[config.mk]
export PLATFORM = sky130hd
export DESIGN_NAME = gfx_lane_writer
export DESIGN_NICKNAME = d
export VERILOG_FILES = /design/src/rtl/gfx_lane_writer.sv
export SDC_FILE = /design/constraint.sdc
export NUM_CORES = 1
export LEC_CHECK = 0
export BUFFER_PORTS_ARGS = -buffer_cell sky130_fd_sc_hd__clkbuf_2
export CELL_PAD_IN_SITES_DETAIL_PLACEMENT = 1
export CELL_PAD_IN_SITES_GLOBAL_PLACEMENT = 2
export CORE_MARGIN = 4
export CORE_UTILIZATION = 29
export DETAILED_ROUTE_END_ITERATION = 7
export GPL_TIMING_DRIVEN = 0
export PLACE_DENSITY = 0.78
export SLEW_MARGIN = 20
export SYNTH_ARGS = -nofsm -noshare
export SYNTH_HDL_FRONTEND = slang
export SYNTH_SLANG_ARGS = --single-unit
[constraint.sdc]
create_clock -name clk -period 8.49 [get_ports clk]
set_clock_uncertainty 0.2 [all_clocks]
set_input_delay 1.698 -clock clk [delete_from_list [all_inputs] [get_ports clk]]
set_output_delay 1.698 -clock clk [all_outputs]
set_load 0.005 [all_outputs]
[src/rtl/gfx_lane_writer.sv]
// Drains the shader lane stream into VRAM: each accepted beat is written out lane by lane,
// one word per Avalon write, into a strided region that advances by one beat per beat.
module gfx_lane_writer #(
    parameter int LANES  = 4,
    parameter int LANE_W = 32,
    parameter int WORD_W = 16,
    parameter int ADDR_W = 25,
    parameter int CNT_W  = 32
) (
    input  logic                    clk,
    input  logic                    rst,
    input  logic                    start,
    input  logic [ADDR_W-1:0]       base_addr,
    input  logic [CNT_W-1:0]        beat_count,
    output logic                    busy,
    output logic                    done,
    input  logic                    in_valid,
    output logic                    in_ready,
    input  logic [LANES*LANE_W-1:0] in_data,
    input  logic [LANES-1:0]        in_mask,
    output logic [ADDR_W-1:0]       vram_address,
    output logic                    vram_write,
    output logic [WORD_W-1:0]       vram_writedata,
    input  logic                    vram_waitrequest
);
    localparam int WPL    = LANE_W / WORD_W;
    localparam int STRIDE = LANES * WPL;
    localparam int SLOTS  = LANES * WPL;
    localparam int LN_W   = (LANES > 1) ? $clog2(LANES) : 1;
    localparam int WD_W   = (WPL > 1) ? $clog2(WPL) : 1;
    localparam int SL_W   = (SLOTS > 1) ? $clog2(SLOTS) : 1;

    typedef enum logic [1:0] {IDLE, ACCEPT, WRITE, FINISH} state_t;

    state_t                    state_q;
    logic [ADDR_W-1:0]         beat_addr_q;
    logic [CNT_W-1:0]          beats_left_q;
    logic [LANES*LANE_W-1:0]   data_q;
    logic [LANES-1:0]          mask_q;
    logic [LN_W-1:0]           lane_q;
    logic [WD_W-1:0]           word_q;
    logic                      busy_q, done_q, in_ready_q, vram_write_q;
    logic [ADDR_W-1:0]         vram_address_q;
    logic [WORD_W-1:0]         vram_writedata_q;

    logic                      lane_done, last_slot, advance;
    logic [LN_W-1:0]           lane_d;
    logic [WD_W-1:0]           word_d;
    logic [LN_W-1:0]           sl_lane;
    logic [WD_W-1:0]           sl_word;
    logic [LANES*LANE_W-1:0]   sl_data;
    logic [LANES-1:0]          sl_mask;
    logic [SLOTS-1:0][WORD_W-1:0] sl_words;
    logic [SL_W-1:0]           sl_idx;
    logic                      slot_wr;
    logic [ADDR_W-1:0]         slot_addr;
    logic [WORD_W-1:0]         slot_dat;

    // A masked lane is consumed in a single idle cycle regardless of WPL.
    always_comb begin
        lane_done = !mask_q[lane_q] || (word_q == WD_W'(WPL - 1));
        last_slot = lane_done && (lane_q == LN_W'(LANES - 1));
        lane_d    = lane_done ? lane_q + 1'b1 : lane_q;
        word_d    = lane_done ? '0 : word_q + 1'b1;
        advance   = vram_write_q ? !vram_waitrequest : 1'b1;
    end

    // Outputs of the slot about to be presented: slot 0 of the incoming beat on a
    // handshake, otherwise the next slot of the latched beat.
    always_comb begin
        if (state_q == ACCEPT) begin
            sl_lane = '0;
            sl_word = '0;
            sl_data = in_data;
            sl_mask = in_mask;
        end else begin
            sl_lane = lane_d;
            sl_word = word_d;
            sl_data = data_q;
            sl_mask = mask_q;
        end
        sl_words  = sl_data;
        sl_idx    = SL_W'(sl_lane) * SL_W'(WPL) + SL_W'(sl_word);
        slot_wr   = sl_mask[sl_lane];
        slot_addr = beat_addr_q + ADDR_W'(sl_lane) * ADDR_W'(WPL) + ADDR_W'(sl_word);
        slot_dat  = sl_words[sl_idx];
    end

    always_ff @(posedge clk or posedge rst) begin
        if (rst) begin
            state_q          <= IDLE;
            beat_addr_q      <= '0;
            beats_left_q     <= '0;
            data_q           <= '0;
            mask_q           <= '0;
            lane_q           <= '0;
            word_q           <= '0;
            busy_q           <= 1'b0;
            done_q           <= 1'b0;
            in_ready_q       <= 1'b0;
            vram_write_q     <= 1'b0;
            vram_address_q   <= '0;
            vram_writedata_q <= '0;
        end else begin
            done_q <= 1'b0;
            case (state_q)
                IDLE: if (start) begin
                    beat_addr_q  <= base_addr;
                    beats_left_q <= beat_count;
                    busy_q       <= 1'b1;
                    if (beat_count == '0) begin
                        state_q <= FINISH;
                    end else begin
                        state_q    <= ACCEPT;
                        in_ready_q <= 1'b1;
                    end
                end
                ACCEPT: if (in_valid && in_ready_q) begin
                    data_q           <= in_data;
                    mask_q           <= in_mask;
                    lane_q           <= '0;
                    word_q           <= '0;
                    in_ready_q       <= 1'b0;
                    state_q          <= WRITE;
                    vram_write_q     <= slot_wr;
                    vram_address_q   <= slot_addr;
                    vram_writedata_q <= slot_dat;
                end
                WRITE: if (advance) begin
                    if (last_slot) begin
                        beat_addr_q  <= beat_addr_q + ADDR_W'(STRIDE);
                        beats_left_q <= beats_left_q - 1'b1;
                        vram_write_q <= 1'b0;
                        if (beats_left_q == CNT_W'(1)) begin
                            state_q <= FINISH;
                        end else begin
                            state_q    <= ACCEPT;
                            in_ready_q <= 1'b1;
                        end
                    end else begin
                        lane_q           <= lane_d;
                        word_q           <= word_d;
                        vram_write_q     <= slot_wr;
                        vram_address_q   <= slot_addr;
                        vram_writedata_q <= slot_dat;
                    end
                end
                FINISH: begin
                    done_q  <= 1'b1;
                    busy_q  <= 1'b0;
                    state_q <= IDLE;
                end
                default: state_q <= IDLE;
            endcase
        end
    end

    assign busy           = busy_q;
    assign done           = done_q;
    assign in_ready       = in_ready_q;
    assign vram_write     = vram_write_q;
    assign vram_address   = vram_address_q;
    assign vram_writedata = vram_writedata_q;
endmodule
# == Word level (Yosys, flattened, before mapping) ==
# Index checks and enable logic that the tools add are counted.
# totals
register_bits,239
out_inout_bits,45
elab_cells,110
input_bits,194
# op_classes
addsub,7
mux,57
n_eq_ne,12
n_reduce_logical,18
n_lt_le_gt_ge,3
# ops
cell,count
25-bit 2-to-1 mux,6
128-bit 2-to-1 mux,1
25-bit case mux with 2 select lines,2
32-bit 2-to-1 mux,3
16-bit 2-to-1 mux,4
32-bit case mux with 2 select lines,1
16-bit binary-select mux with 3-bit select,1
32-bit by 1-bit == test with 1-bit output (second input constant),1
32-bit logical NOT,1
16-bit case mux with 2 select lines,1
32-bit by 1-bit subtractor with 32-bit output (second input constant),1
25-bit by 1-bit adder with 25-bit output,1
25-bit by 3-bit adder with 25-bit output,1
25-bit by 4-bit adder with 25-bit output (second input constant),1
2-bit 2-to-1 mux,11
1-bit 2-to-1 mux,18
2-bit inequality test (second input constant),6
4-bit AND reduction,3
2-bit case mux with 4 select lines,1
7-bit AND reduction,1
2-bit == test (second input constant),3
2-bit by 3-bit less-than comparator with 1-bit output (second input constant),2
1-bit case mux with 2 select lines,3
2-bit nonzero test,3
other kinds (17),21

# == Depth between registers and ports, before layout ==
# logic_depth
depth_word,12
mapped_depth,14
mapped_depth_nobuf,11

# == Worst setup path before layout ==
# No wires, ideal clock.
# synth_path
path_kind,input to register
startpoint,in start
endpoint,reg beats_left_q[2]
t_arrival_ns,3.053
stages,6
path_slack_ns,5.101
required_ns,8.154
setup_time_ns,0.136
path_buffers,3
cell_sequence,and2_1 > clkbuf_1 > a31oi_1 > buf_6 > clkbuf_1 > o21ai_0
# synth_between
elab_chain_cells,2
# synth_lines
element,line,text
from (decl),12,"input logic start,"
2-bit inequality test (no source line),--,
4-bit AND reduction (no source line),--,
to (signal assigned),109,beats_left_q <= beat_count;
to (signal assigned),132,beats_left_q <= beats_left_q - 1'b1;
to (decl),37,logic [CNT_W-1:0] beats_left_q;
# No other way between the ends.
# A chain may end at the register's enable or synchronous reset.

# == Worst setup path in the final report ==
# layout_path
startpoint,reg lane_q[1]
endpoint,"reg vram_address_q[21], in the netlist vram_address[21]"
# layout_between
elab_chain_cells,11
elab_cells_between_ends,19
cone_classes,3 x add/sub; 2 x eq/ne; 10 x mux; 4 x reduce/logical
# layout_lines
element,line,text
from (decl),40,logic [LN_W-1:0] lane_q;
from (signal assigned),141,lane_q <= lane_d;
1-bit binary-select mux with 2-bit select,61,lane_done = !mask_q[lane_q] || (word_q == WD_W'(WPL - 1));
1-bit 2-to-1 mux (not written as such),61,
1-bit logical NOT,61,
1-bit logical OR,61,
2-bit 2-to-1 mux,63,lane_d = lane_done ? lane_q + 1'b1 : lane_q;
2-bit 2-to-1 mux,71,if (state_q == ACCEPT) begin
25-bit by 3-bit adder with 25-bit output,85,slot_addr = beat_addr_q + ADDR_W'(sl_lane) * ADDR_W'(WPL) + ADDR_W'(sl_word);
25-bit by 1-bit adder with 25-bit output,85,
25-bit 2-to-1 mux,130,if (last_slot) begin
25-bit 2-to-1 mux,129,WRITE: if (advance) begin
25-bit case mux with 2 select lines,106,case (state_q)
to (signal assigned),126,vram_address_q <= slot_addr;
to (signal assigned),144,vram_address_q <= slot_addr;
to (decl),43,logic [ADDR_W-1:0] vram_address_q;
# Several ways; a longest one is shown, not always the timed one. The select of a mux whose other input is x is not followed.

==> reports/metrics.cfg <==
[worst_setup_path]
crit_family=buffers and inverters
slowest_delay_ps=640
crit_type=register to register
required_ps=8710
reg2reg_slack_ps=3850
cp_slowest_cell=a21oi_1
arrival_ps=4860
ff2ff_path_depth=13
worst-path-max-fanout=10
path_buf_inv=3
reg2reg_to=vram_address[21]
end_kind=register
start_kind=register
cpMostUsedCell=clkbuf_1
crit_chain=clkbuf_1, mux2i_1, or2_2, clkbuf_1, clkbuf_1, nand2_1, nor2_1, ha_1, a21o_1, a21oi_1, nor2_1, xnor2_1, o21ai_0
r2r-start=lane_q[1]

[power_and_ir_drop]
power.density_mw_per_mm2=406
power_frac_seq=0.353
leakage_nw=6.96
p_int_mw=3.27
total_power_mw=5.96
switchingPower_mw=2.69
switching_share=0.451
irDropWorstVdd_v=0.000180
p_comb_frac=0.447
clockPowerShare=0.200

[grt]
grt_usage=0.215
antenna_found_initial=0
grt_util_met1=0.297
use_met2=0.355
grt_overflow=0
grt_pass1_vias=12600
grt_max_degree=94
busiest_layer=met2
grt_pass1_wl_um=74500
grt_use_met3=0.0292

[worst_hold_path]
holdPathEnd=vram_address[0]
min_from=vram_address[0]
hold_depth=2
hp-class=register to register

[cts]
cts_tree=yes
cts-buffers-inserted=29
insertion_delay_ps=580
cts.hold.buffers_added=0
post_cts_resized=0
root_buffer=clkbuf_16
cts_buffer_depth=3
clkTransAtPathRegs_ps=60
htreeDepth=1
cts_sinks=239
postCtsSetupBuffers=0

[routing]
drcViolationCount=0
wirelength_um=48600
postRouteAntennaNets=0
vias=11700
wire_per_inst_um=21.6
drtPass1Iterations=5
via_per_inst=5.21
drt-initial-drc-count=679

[sta]
finalCritPeriodShare=0.546
fmax_ghz=0.216
worstMarginPinSlew_ps=953
slew_headroom=0.364
rsz0062_at_grt=false
setup_violations=0
report.final.slew_viol_count=0
hold_viol=0
fin_hold_ws_ps=272
fin_crit_ps=4640
timing.setup.tns_ps=0

[yosys]
yosysUniqueCellTypes=62
ys_seq_area_frac=0.504
syn_nets=1640
ys_seq_elements=239
synth-edff-count=0
syn_area_mm2=0.0119
synthCells=1438
synth_ff_type=dfrtp_1
postSynthAreaPerCell_um2=8.25
synthArstFlopShare=1.00
ys.warnings.count=0

[finish]
final_cell_mix=508 x nand2_1, 239 x dfrtp_1, 238 x clkbuf_2
antennaDiodeCount=0
areaGrowthSynthToFinish_pct=23.8
drive_above_1_share=0.176
final_nets=1911
final_common_cell=nand2_1

[place]
hpwl_um=36400
gp_congestion=0.861
io_buffers=238

[floorplan]
start_util=0.296
ioPinCount=239
die_area_mm2=0.0442
die_width_um=210
rows=73
core_region_area_mm2=0.0401
die_h_um=210

[status]
status=completed

[flow_run]
maxCapViolCount=0

metrics by stage:
stage          area, um2  std cells  utilization  setup slack (ps)
2_1_floorplan      11900       1438            -              32.2
6_report           14700       2252        0.366              3850
5_1_grt            14700       2252        0.366              3500
4_1_cts            14700       2252        0.366              3870
3_5_place_dp       13800       2203        0.344              3900
3_3_place_gp       13700       2201        0.342             -3380
how the worst max path moves through the flow:
stage                     startpoint                to  slack, ps  cells past startpoint
final                      lane_q[1]  vram_address[21]       3850                     13
after global routing       lane_q[1]  vram_address[21]       3500                     12
after CTS                  lane_q[1]  vram_address[21]       3870                     12
after detailed placement   lane_q[1]  vram_address[21]       3900                     12
after global placement           rst        data_q[69]      -3380                      2
after floorplan                  rst    beat_addr_q[0]         30                      1
layout make-up:
class / instances / area, um2
Clock buffer: 45 / 856
Timing Repair Buffer: 240 / 1250
Inverter: 16 / 67.6
Multi-Input combinational cell: 1088 / 5440
Clock inverter: 4 / 35.0
Fill cell: 4900 / 25400
Tap cell: 525 / 657
Sequential cell: 239 / 5980
Buffer: 95 / 389
synthesized netlist by cell type (7+ instances only):
master | instances | share of area
nand2_1 | 508 | 0.16
dfrtp_1 | 239 | 0.50
a21oi_1 | 92 | 0.039
clkbuf_1 | 88 | 0.028
o21ai_0 | 87 | 0.037
nor2_1 | 72 | 0.023
o22ai_1 | 44 | 0.023
nor3_1 | 29 | 0.012
nand3_1 | 23 | 0.0097
nor4_1 | 20 | 0.011
or3_1 | 19 | 0.010
a31oi_1 | 17 | 0.0090
and2_1 | 15 | 0.0079
inv_1 | 15 | 0.0047
o221ai_1 | 15 | 0.011
xnor2_1 | 15 | 0.011
nand4_1 | 10 | 0.0053
and3_1 | 9 | 0.0047
a22oi_1 | 8 | 0.0051
xor2_1 | 8 | 0.0059
ha_1 | 7 | 0.0074
registers in the layout (all words and copies together), names as in the netlist, 2 cells and up:
register,count
beat_addr_q,25
beats_left_q,32
data_q,128
lane_q,2
mask_q,4
state_q,2
vram_address,25
vram_writedata,16
worst min-delay path, cell delays in order (launching register included):
cell     delay [ps]
dfrtp_1         340
nand2_1          50
nand2_1          50
routing by layer:
metal	up-vias	share of wire
met5	-	0
met4	0	0.029
met3	85	0.046
met2	346	0.47
met1	5816	0.45
li1	5485	-
power groups by stage:
stage          registers, mW  logic, mW  clock network [mW]
5_1_grt                 2.17       2.98                1.27
3_5_place_dp            2.11       2.67                   0
2_1_floorplan           1.97       1.67                   0
3_3_place_gp            2.10       2.59                   0
4_1_cts                 2.10       2.68                1.22
6_report                2.10       2.66                1.19
logic make-up after synthesis:
family / synth area share
simple gates: 0.262
fa+ha+maj: 0.00907
xor+xnor: 0.0170
compound gates: 0.164
flops: 0.504
buf+inv: 0.0379
mux: 0.00612
Note: power is estimated with default switching activity, not from simulation.
